===== src/rtl/mem_stage_ldq.sv =====
// MEM stage: EX/MEM register plus load align/extend for a variable-latency data SRAM; outputs are combinational off the register.
// Raises stallreq_mem while a load response is outstanding; `define MEM_ALIGN_CHK_EN to enable misaligned-load detection (mem_adel).
module mem_stage_ldq #(
  parameter int STALL_W = 6,
  parameter int STAGE   = 3,
  parameter int PC_W    = 32,
  parameter int HILO_W  = 66,
  parameter bit BIG_END = 1'b0
) (
  input  logic               clk,
  input  logic               rst,
  input  logic [STALL_W-1:0] stall,
  input  logic               flush,
  input  logic               ex_valid,
  input  logic [PC_W-1:0]    ex_pc,
  input  logic [2:0]         ex_ld_op,
  input  logic               ex_rf_we,
  input  logic [4:0]         ex_rf_waddr,
  input  logic [31:0]        ex_result,
  input  logic [HILO_W-1:0]  ex_hilo,
  input  logic [31:0]        data_sram_rdata,
  input  logic               data_sram_rvalid,
  output logic [PC_W+37:0]   mem_to_wb_bus,
  output logic [HILO_W-1:0]  hilo_mem_to_wb_bus,
  output logic               mem_wreg,
  output logic [4:0]         mem_waddr,
  output logic [31:0]        mem_wdata,
  output logic               stallreq_mem,
  output logic               mem_adel
);

  localparam logic [2:0] LD_NONE = 3'b000;
  localparam logic [2:0] LD_LB   = 3'b001;
  localparam logic [2:0] LD_LBU  = 3'b010;
  localparam logic [2:0] LD_LH   = 3'b011;
  localparam logic [2:0] LD_LHU  = 3'b100;
  localparam logic [2:0] LD_LW   = 3'b101;

  typedef enum logic [1:0] {S_IDLE, S_WAIT, S_HELD} state_t;

  logic              valid_q;
  logic [PC_W-1:0]   pc_q;
  logic [2:0]        ld_op_q;
  logic              rf_we_q;
  logic [4:0]        waddr_q;
  logic [31:0]       result_q;
  logic [HILO_W-1:0] hilo_q;
  state_t            state_q;
  logic [31:0]       rbuf_q;
  logic              drop_q;

  logic        stall_unused;
  logic        adv;
  logic        adel;
  logic        is_load;
  logic        pending;
  logic        rv;
  logic [31:0] raw_d;
  logic [1:0]  bsel;
  logic        hsel;
  logic [7:0]  byte_v;
  logic [15:0] half_v;
  logic [31:0] aligned_d;
  logic [31:0] rf_wdata_d;
  logic        rf_we_d;

  assign stall_unused = ^stall;

  // The register "advances" whenever it does not simply hold its entry (bubble loads count).
  assign adv = flush | ~stall[STAGE] | ~stall[STAGE+1];

  always_ff @(posedge clk) begin
    if (rst) begin
      valid_q  <= 1'b0;
      pc_q     <= '0;
      ld_op_q  <= LD_NONE;
      rf_we_q  <= 1'b0;
      waddr_q  <= '0;
      result_q <= '0;
      hilo_q   <= '0;
    end else if (flush || (stall[STAGE] && !stall[STAGE+1])) begin
      valid_q  <= 1'b0;
      rf_we_q  <= 1'b0;
      ld_op_q  <= LD_NONE;
      hilo_q   <= '0;
    end else if (!stall[STAGE]) begin
      valid_q  <= ex_valid;
      pc_q     <= ex_pc;
      ld_op_q  <= ex_ld_op;
      rf_we_q  <= ex_rf_we;
      waddr_q  <= ex_rf_waddr;
      result_q <= ex_result;
      hilo_q   <= ex_hilo;
    end
  end

`ifdef MEM_ALIGN_CHK_EN
  assign adel = valid_q &&
                ((((ld_op_q == LD_LH) || (ld_op_q == LD_LHU)) && result_q[0]) ||
                 ((ld_op_q == LD_LW) && (result_q[1:0] != 2'b00)));
`else
  assign adel = 1'b0;
`endif

  assign is_load = valid_q && (ld_op_q != LD_NONE) && !adel;
  assign pending = is_load && ((state_q == S_IDLE) || (state_q == S_WAIT));
  // drop_q swallows the response of a request whose entry was squashed.
  assign rv      = data_sram_rvalid && !drop_q;

  always_ff @(posedge clk) begin
    if (rst) begin
      state_q <= S_IDLE;
      rbuf_q  <= '0;
      drop_q  <= 1'b0;
    end else begin
      if (data_sram_rvalid) drop_q <= 1'b0;
      if (pending) begin
        if (rv) begin
          if (adv) begin
            state_q <= S_IDLE;
          end else begin
            state_q <= S_HELD;
            rbuf_q  <= data_sram_rdata;
          end
        end else if (adv) begin
          state_q <= S_IDLE;
          drop_q  <= 1'b1;
        end else begin
          state_q <= S_WAIT;
        end
      end else if ((state_q == S_HELD) && !adv) begin
        state_q <= S_HELD;
      end else begin
        state_q <= S_IDLE;
      end
    end
  end

  assign raw_d  = (state_q == S_HELD) ? rbuf_q : data_sram_rdata;
  assign bsel   = BIG_END ? ~result_q[1:0] : result_q[1:0];
  assign hsel   = BIG_END ? ~result_q[1] : result_q[1];
  assign byte_v = raw_d[{bsel, 3'b000} +: 8];
  assign half_v = raw_d[{hsel, 4'b0000} +: 16];

  always_comb begin
    aligned_d = raw_d;
    case (ld_op_q)
      LD_LB:   aligned_d = {{24{byte_v[7]}}, byte_v};
      LD_LBU:  aligned_d = {24'h0, byte_v};
      LD_LH:   aligned_d = {{16{half_v[15]}}, half_v};
      LD_LHU:  aligned_d = {16'h0, half_v};
      LD_LW:   aligned_d = raw_d;
      default: aligned_d = raw_d;
    endcase
  end

  assign rf_wdata_d = (ld_op_q != LD_NONE) ? aligned_d : result_q;
  assign rf_we_d    = valid_q && rf_we_q && !adel;

  assign stallreq_mem       = pending && !rv;
  assign mem_to_wb_bus      = {pc_q, rf_we_d, waddr_q, rf_wdata_d};
  assign hilo_mem_to_wb_bus = hilo_q;
  assign mem_wreg           = rf_we_d && !stallreq_mem;
  assign mem_waddr          = waddr_q;
  assign mem_wdata          = rf_wdata_d;
  assign mem_adel           = adel;

endmodule


===== config.mk =====
export PLATFORM = sky130hd
export DESIGN_NAME = mem_stage_ldq
export DESIGN_NICKNAME = d
export VERILOG_FILES = /design/src/rtl/mem_stage_ldq.sv
export SDC_FILE = /design/constraint.sdc
export NUM_CORES = 1
export LEC_CHECK = 0
export CAP_MARGIN = 20
export CORE_MARGIN = 2
export CORE_UTILIZATION = 43
export CTS_CLUSTER_SIZE = 10
export DETAILED_ROUTE_END_ITERATION = 8
export GPL_TIMING_DRIVEN = 0
export MAX_ROUTING_LAYER = met4
export PLACE_DENSITY = 0.8
export REMOVE_ABC_BUFFERS = 1
export SKIP_CTS_REPAIR_TIMING = 1
export SLEW_MARGIN = 10
export SYNTH_ARGS = -nofsm -noshare
export SYNTH_HDL_FRONTEND = slang
export SYNTH_SLANG_ARGS = --single-unit

===== constraint.sdc =====
create_clock -name clk -period 2.8 [get_ports clk]
set_input_delay 0.56 -clock clk [delete_from_list [all_inputs] [get_ports clk]]
set_output_delay 0.56 -clock clk [all_outputs]
set_load 0.005 [all_outputs]

Yosys cells after proc, flatten, opt, wreduce, memory -nomap -nowiden
Cells that the tools add are included.
{ "op_classes": {"n_shift": 2, "n_mux": 12, "eq_ne": 6, "bitwise_logic": 6, "reduce_logical": 20} }
{ "op_table": {"columns": ["op", "count"], "rows": [
  ["32-bit one-hot mux with 4 select lines", 1],
  ["32-bit 2-to-1 mux", 2],
  ["32-bit by 6-bit variable part select with 16-bit output", 1],
  ["32-bit by 6-bit variable part select with 8-bit output", 1],
  ["1-bit logical AND", 8],
  ["2-bit 2-to-1 mux", 4],
  ["3-bit by 2-bit equality test with 1-bit output (second input constant)", 2],
  ["1-bit logical NOT", 5],
  ["1-bit 2-to-1 mux", 5],
  ["1-bit inverter", 4],
  ["3-bit by 1-bit equality test with 1-bit output (second input constant)", 1],
  ["3-bit equality test (second input constant)", 1],
  ["3-bit AND reduction", 1],
  ["3-bit nonzero test", 1],
  ["2-bit by 1-bit equality test with 1-bit output (second input constant)", 1],
  ["2-bit equality test (second input constant)", 1],
  ["2-bit logical NOT", 1],
  ["1-bit logical OR", 2],
  ["1-bit bitwise OR", 2],
  ["2-bit AND reduction", 1],
  ["2-bit OR reduction", 1]
]} }
{ "totals": {"wordCells": 56, "out_inout_bits": 176, "reg_bits": 175} }

Longest topological paths before layout
Gate-level depths: netlist (run 1).
{ "depth": {"ltp_word": 7, "mapped_depth": 9, "depth_no_buf": 5} }

Worst setup path after synthesis (run 1)
Ideal clock, no wire load.
{ "synth_path": {"kind": "register to output", "startpoint": "register state_q[0]", "endpoint": "output mem_wdata[21]", "path_stages_with_launch": 8, "slack_ps": 525, "arrival_time_ps": 1715, "required_ps": 2240, "path_cell_list": "dfxtp_1 -> and2b_2 -> buf_6 -> mux2i_4 -> o211a_4 -> buf_6 -> nor4_2 -> buf_4"} }
{ "synth_via": {"elab_chain_cells": 5, "elab_cells_between_ends": 6, "classes_between": "1 x eq/ne; 2 x shift; 3 x mux"} }
{ "synth_lines": {"columns": ["element", "line_no", "text"], "rows": [
  ["start: declaration", "48", "state_t state_q;"],
  ["start signal: assignment", "112", "state_q <= S_IDLE;"],
  ["start signal: assignment", "120", "state_q <= S_IDLE;"],
  ["start signal: assignment", "122", "state_q <= S_HELD;"],
  ["2-bit equality test *", "139", "assign raw_d = (state_q == S_HELD) ? rbuf_q : data_sram_rdata;"],
  ["32-bit 2-to-1 mux *", "139", null],
  ["32-bit by 6-bit variable part select with 16-bit output / 32-bit by 6-bit variable part select with 8-bit output (equally long branches)", "143, 142", null],
  ["32-bit one-hot mux with 4 select lines *", "147", "case (ld_op_q)"],
  ["32-bit 2-to-1 mux *", "157", "assign rf_wdata_d = (ld_op_q != LD_NONE) ? aligned_d : result_q;"],
  ["end: declaration", "27", "output logic [31:0] mem_wdata,"]
]} }
Every way passes the cells marked *; elsewhere a longest branch is shown, timed or not.

Final worst setup path (run 1)
{ "layout_path": {"startpoint": "register state_q[0]", "endpoint": "output mem_to_wb_bus[15]"} }
{ "layout_via": {"elab_chain_cells": 5, "elab_cells_between_ends": 6, "classes_between": "1 x eq/ne; 2 x shift; 3 x mux"} }
{ "layout_lines": {"columns": ["element", "line_no", "text"], "rows": [
  ["2-bit equality test *", "139", null],
  ["32-bit 2-to-1 mux *", "139", null],
  ["32-bit by 6-bit variable part select with 16-bit output / 32-bit by 6-bit variable part select with 8-bit output (equally long branches)", "143, 142", null],
  ["32-bit one-hot mux with 4 select lines *", "147", null],
  ["32-bit 2-to-1 mux *", "157", null],
  ["end: declaration", "23", "output logic [PC_W+37:0] mem_to_wb_bus,"]
]} }
Marks and branches as above.

==> reports/results.tsv, run 1 <==
stage	metric	value	unit
run_status	status	complete, but fails checks	
run_status	failing checks	setup timing	
layout	most common cell after layout, fill and taps aside	clkdlybuf4s50_1	
routing	Routed WL	32.96	mm
routing	DR vias/cell	5.555	
die	Die ar.	20520	um2
critical_path	Reg-to-Reg End	rbuf_q[26]	
pwr	total power	6.207	mW
timing	final hold viol count	0	
pwr	worst vdd ir	0.0004469	V
layout	fill cell count	1354	
die	io pins	358	
yosys	flops & latches, synth	175	
pwr	cell leakage power	5.589	nW
yosys	Post-Syn Instances	1007	
place	Placed Area	11740	um2
timing	Fmax	326.3	MHz
yosys	Mapped Area	8338	um2
critical_path	reg2reg path depth	8	
critical_path	Setup CP Type	register to output port	
global_routing	largest net degree at the start of global routing	79	
place	IO Port Bufs	352	
clock_tree	clk buf depth	2	
routing	ANT nets after route	0	
critical_path	crit start category	register	
routing	# DRC	0	
global_routing	vias in the first global route	7745	
hold_path	HP Start	data_sram_rdata[7]	
clock_tree	Skew-Pair Late Insertion Delay	0.44	ns
place	HPWL Detailed	20.12	mm
timing	PnR worst setup slack	-0.2649	ns
clock_tree	CTS tree	built	
layout	Final Util	0.7310	
yosys	Most used DFF post-synth	dfxtp_1	
timing	Final min period	3.065	ns
die	Row Count	50	
routing	DR iter-0 viols	908	
global_routing	first-pass GRT wire length	40.87	mm
routing	routed wire length per instance	20.07	um
routing	router iterations before antenna repair	6	
critical_path	WP data arrival	2.50	ns
clock_tree	root buf cell	clkbuf_16	
clock_tree	CTS sink count	175	
layout	Final Cell Area	13810	um2
die	Starting Density	0.4413	
critical_path	critical path's top delay family	buffers and inverters	
routing	vias	9122	
hold_path	HP Class	input pin to register	
critical_path	Reg2Reg Setup Slack	0.30	ns
critical_path	CP Data Required Time	2.24	ns
yosys	Syn Area/Cell	8.280	um2
die	core area	18890	um2
timing	slew margin rel.	0.4418	
yosys	Synth async-reset ratio	0	
clock_tree	CTS Buf Count	17	
timing	RSZ-0062 raised after global routing	true	
hold_path	Worst Hold Path EP	rbuf_q[7]	
critical_path	critical path's most frequent cell	buf_4	
timing	Fin Setup TNS	-8.003	ns
layout	Syn-to-layout area delta	65.64	%
die	Die X	143.3	um
timing	Pins Over Slew Limit	0	
critical_path	crit-path cells	nand2b_4, buf_12, buf_4, buf_4, mux2_4, a21oi_2, nor2_1, o32a_1, buf_2	
hold_path	Min-Delay Path Depth	3	
timing	Worst Tran Pin Value	0.8354	ns
clock_tree	CTS clk-pin slew, worst paths	0.08	ns
yosys	Ys Warns	0	
critical_path	Crit path depth	9	
yosys	register area share after synthesis	0.4202	
critical_path	worst-path fanout max	6	
clock_tree	H-tree depth	4	
critical_path	Crit. End Element	output port	
pwr	power density over cell area	449.5	nW/um2
place	Final Wtd Congestion	0.9146	
critical_path	crit-path max cell delay	0.41	ns
critical_path	RR Startpoint	ld_op_q[1]	
die	Chip Height	143.3	um
timing	Final setup viols	60	
layout	post-layout net count	1548	
timing	clock skew after layout	0.01064	ns
global_routing	initial antenna violation count	3	
yosys	number of synthesized flops with an enable pin	0	
layout	most frequent cells in the layout	clkdlybuf4s50_1, nand2_1, dfxtp_1	
global_routing	gr ovfl total	0	
layout	share of layout cells above drive strength 1	0.2234	
flow_run	number of max-cap violations	0	
timing	Final period util	1.095	
timing	Hold Slack	0.4403	ns
yosys	Netlist cell types	59	
critical_path	Worst path slowest cell	o32a_1	
critical_path	Buf/Inv on CP	4	
global_routing	Overall Global Routing Usage	0.2665	
-- where the power goes --
part           total [mW]  switching, mW  internal [mW]
Combinational        1.21          0.540          0.665
Clock                2.40           1.13           1.27
Sequential           2.60         0.0472           2.56
Total                6.21           1.72           4.49
-- metal layers --
metal	share of wire	GRT usage
met3	0.092	0.07176
met1	0.37	0.2989
met5	0	-
met4	0.039	0.07792
met2	0.50	0.4654
-- worst max path at each step --
stage / from / end / slack, ns
after floorplan: state_q[0] / mem_to_wb_bus[10] / -0.51
after global placement: stall[3] / result_q[14] / -6.60
after detailed placement: ld_op_q[2] / mem_to_wb_bus[31] / -1.24
after CTS: ld_op_q[2] / mem_to_wb_bus[31] / -1.70
after global routing: state_q[0] / mem_to_wb_bus[15] / -0.32
final: state_q[0] / mem_to_wb_bus[15] / -0.26
-- through the flow --
step	instances	setup WS (ns)
after CTS	1543	-1.704
after global placement	1503	-6.602
after detailed placement	1511	-1.240
after global routing	1642	-0.3160
after floorplan	891	-0.5067
final	1642	-0.2649
-- state kept, by name, summed over array words and instances, names as in the netlist --
signal              count
hilo_mem_to_wb_bus     66
pc_q                   32
rbuf_q                 32
result_q               32
mem_waddr               5
ld_op_q                 3
state_q                 2
drop_q                  1
rf_we_q                 1
valid_q                 1
-- cells by family (layout without fill, tap and decap cells) --
family / count (synthesis) / count (layout) / share of synthesized area
AND/OR/NAND/NOR: 379 / 383 / 0.1963
AO/OA/AOI/OAI: 218 / 219 / 0.1547
flip-flops: 175 / 175 / 0.4202
buffers and inverters: 125 / 492 / 0.08644
multiplexers: 108 / 108 / 0.1409
other: 1 / 4 / 0.0004497
XOR/XNOR: 1 / 1 / 0.001051
-- synthesized netlist by cell type (3+ instances only) --
cell	count	area share
o32a_1	8	0.0096
nand2b_1	5	0.0038
a31oi_1	16	0.012
a211oi_1	7	0.0063
mux2_2	7	0.0095
mux2i_1	90	0.11
o21ai_0	10	0.0060
o22ai_1	6	0.0045
dfxtp_1	175	0.42
o32ai_1	4	0.0042
nor4_2	10	0.015
a22o_1	3	0.0032
clkbuf_1	42	0.019
a21oi_1	148	0.089
mux2_4	7	0.013
buf_4	47	0.042
buf_6	7	0.0095
mux4_2	3	0.0081
inv_1	8	0.0036
nor2b_1	5	0.0038
nand2_1	235	0.11
nor2_1	98	0.044
nor4_1	6	0.0045
buf_2	18	0.011
-- worst min-delay path: stages --
cell and delay, ns:
dlymetal6s2s_1 0.15, nand2_1 0.07, a21oi_1 0.05
-- cell type report --
class | count | area (um2) | share of cell area
diodes | 3 | 7.507 | 0.0005436
multi-input cells | 712 | 4920 | 0.3562
well taps | 260 | 325.3 | 0.02356
inverters | 9 | 37.54 | 0.002718
clock buffers | 18 | 429.2 | 0.03107
flip-flops and latches | 175 | 3526 | 0.2553
repair inverters | 1 | 7.507 | 0.0005436
clock inverters | 14 | 148.9 | 0.01078
repair buffers | 450 | 4409 | 0.3193
Note: power is estimated with default switching activity, not from simulation.
==> run 2: changes to the inputs <==
MAX_ROUTING_LAYER = not set   (was met4)
==> run 2 against run 1 <==
  * The run still ends with setup timing left
  * Clock skew grew 0.0012 ns
  * Setup slack lost 0.062 ns
  * Hold slack lost 0.0035 ns
  * Sequential share of layout area grew 0.31 points
  * Via count grew 0.80%
  * Clock power shrank 4%
  * Critical endpoint is now mem_to_wb_bus[11]
  * Global-route usage shrank 0.44 points
  * Utilization shrank 0.89 points
  * First-iteration DRC count shrank 5.7%
  * Clock-buffer cell count is the same
==> reports/results.tsv, run 2 (synthesis gave the netlist of run 1 again) <==
stage	metric	value	unit	change
global_routing	Overall Global Routing Usage	0.2621		was 0.2665
die	core area	18890	um2	unchanged
critical_path	crit-path cells	a21boi_4, a22o_4, nor4_4, buf_6, buf_6, o32a_1, buf_4, buf_6		was nand2b_4, buf_12, buf_4, buf_4, mux2_4, a21oi_2, nor2_1, o32a_1, buf_2
place	placed cells	1511		unchanged
die	Starting Density	0.4413		unchanged
clock_tree	CTS Buf Count	17		unchanged
hold_path	HP Start	data_sram_rdata[7]		unchanged
critical_path	worst-path fanout max	7		was 6
layout	max reg flops	66		unchanged
clock_tree	CTS tree	built		unchanged
routing	top sig layer	met5		was met4
layout	Final Util	0.7221		was 0.7310
clock_tree	root buf cell	clkbuf_16		unchanged
critical_path	Worst path slowest cell	dfxtp_1		was o32a_1
die	io pins	358		unchanged
critical_path	crit-path max cell delay	0.66	ns	was 0.41 ns
critical_path	Crit. End Element	output port		unchanged
routing	DR iter-0 viols	856		was 908
pwr	cell leakage power	5.509	nW	was 5.589 nW
critical_path	critical path's most frequent cell	buf_6		was buf_4
place	Placed Area	11740	um2	unchanged
layout	post-layout net count	1542		was 1548
timing	final hold viol count	0		unchanged
pwr	worst vdd ir	0.0004117	V	was 0.0004469 V
clock_tree	CTS clk-pin slew, worst paths	0.07	ns	was 0.08 ns
timing	Final min period	3.127	ns	was 3.065 ns
critical_path	RR Startpoint	ld_op_q[2]		was ld_op_q[1]
layout	Final Cell Area	13640	um2	was 13810 um2
timing	Fin Setup TNS	-11.12	ns	was -8.003 ns
clock_tree	Skew-Pair Late Insertion Delay	0.44	ns	about the same
critical_path	WP data arrival	2.57	ns	was 2.50 ns
clock_tree	clk buf depth	2		unchanged
critical_path	crit start category	register		unchanged
critical_path	CP Data Required Time	2.24	ns	about the same
place	IO Port Bufs	352		unchanged
routing	Routed WL	33.09	mm	was 32.96 mm
layout	Syn-to-layout area delta	63.63	%	was 65.64%
die	Die X	143.3	um	unchanged
flow_run	number of max-cap violations	0		unchanged
timing	Final period util	1.117		was 1.095
routing	router iterations before antenna repair	6		unchanged
clock_tree	H-tree depth	4		unchanged
timing	Pins Over Slew Limit	0		unchanged
global_routing	initial antenna violation count	3		unchanged
hold_path	Worst Hold Path EP	rbuf_q[7]		unchanged
run_status	status	complete, but fails checks		unchanged
routing	ANT nets after route	0		unchanged
timing	Worst Tran Pin Value	0.8408	ns	was 0.8354 ns
place	dpl ws	-1.217	ns	was -1.240 ns
die	Chip Height	143.3	um	unchanged
routing	routed metal-1 wirelength	11.15	mm	was 12.05 mm
timing	Hold Slack	0.4368	ns	was 0.4403 ns
place	Final Wtd Congestion	0.9012		was 0.9146
routing	routed wire length on met3	3.514	mm	was 3.020 mm
layout	most common cell after layout, fill and taps aside	clkdlybuf4s50_1		unchanged
routing	# DRC	0		unchanged
run_status	failing checks	setup timing		unchanged
hold_path	HP Class	input pin to register		unchanged
global_routing	largest net degree at the start of global routing	70		was 79
place	HPWL Detailed	20.32	mm	was 20.12 mm
global_routing	gr ovfl total	0		unchanged
die	Row Count	50		unchanged
hold_path	Min-Delay Path Depth	3		unchanged
global_routing	vias in the first global route	7861		was 7745
global_routing	first-pass GRT wire length	41.84	mm	was 40.87 mm
critical_path	Setup CP Type	register to output port		unchanged
die	Die ar.	20520	um2	unchanged
routing	vias	9195		was 9122
timing	Final setup viols	61		was 60
timing	clock skew after layout	0.01183	ns	was 0.01064 ns
layout	most frequent cells in the layout	clkdlybuf4s50_1, nand2_1, dfxtp_1		unchanged
layout	share of layout cells above drive strength 1	0.2163		was 0.2234
timing	Fmax	319.8	MHz	was 326.3 MHz
timing	slew margin rel.	0.4394		was 0.4418
routing	routed wire length per instance	20.25	um	was 20.07 um
critical_path	Reg2Reg Setup Slack	0.40	ns	was 0.30 ns
routing	DR vias/cell	5.627		was 5.555
layout	Final Non-Filler Cells	1634		was 1642
timing	PnR worst setup slack	-0.3270	ns	was -0.2649 ns
pwr	total power	6.113	mW	was 6.207 mW
critical_path	Reg-to-Reg End	rbuf_q[27]		was rbuf_q[26]
pwr	power density over cell area	448.1	nW/um2	was 449.5 nW/um2
timing	RSZ-0062 raised after global routing	true		unchanged
critical_path	reg2reg path depth	8		unchanged
routing	WL met2	16.66	mm	was 16.62 mm
clock_tree	CTS sink count	175		unchanged
run 2: cell count changes in the layout (fill, tap and decap cells not counted), sizes merged:
| cell | delta |
|---|---|
| diode | -2 |
| nand2b | +1 |
| and2b | -1 |
| nor2 | -1 |
| clkinv | -2 |
| clkdlybuf4s50 | +2 |
| dlymetal6s2s | +2 |
| clkinvlp | +3 |
| bufinv | -1 |
| clkbuf | -6 |
| buf | -3 |
run 2: worst max path at each step:
stage | from | end | slack, ns | depth (start not counted)
after floorplan | state_q[0] | mem_to_wb_bus[10] | -0.51 | 5
after global placement | stall[3] | result_q[14] | -6.64 | 4
after detailed placement | ld_op_q[2] | mem_wdata[31] | -1.22 | 6
after CTS | ld_op_q[2] | mem_wdata[31] | -1.69 | 6
after global routing | state_q[0] | mem_to_wb_bus[11] | -0.35 | 9
final | result_q[0] | mem_to_wb_bus[11] | -0.33 | 8
run 2: critical path, delay by kind of cell, from the launching register on:
family	cells	cell delay [ns]
AOI/OAI and AO/OA	3	0.91
DFF	1	0.66
buffers and inverters	4	0.51
and+or+nand+nor	1	0.05
run 2: final cells by class:
cell class                 count  area [um2]
timing repair buffer         445        4318
tap                          260       325.3
timing repair inverter         1       7.507
multi-input combinational    711        4871
sequential                   175        3526
clock buffer                  18       429.2
inverter                       9       40.04
antenna                        1       2.502
clock inverter                14       123.9
fill                        1353        5250
run 2: power by group:
| part | switching (mW) | internal, mW |
|---|---|---|
| Clock | 1.14 | 1.17 |
| Sequential | 0.0488 | 2.56 |
| Combinational | 0.535 | 0.661 |
| Total | 1.72 | 4.39 |
run 2: routing by layer:
metal / up-vias / GRT usage
li1: 4113 / -
met1: 4292 / 0.2852
met2: 634 / 0.4684
met3: 152 / 0.09323
met4: 4 / 0.09546
met5: - / 0
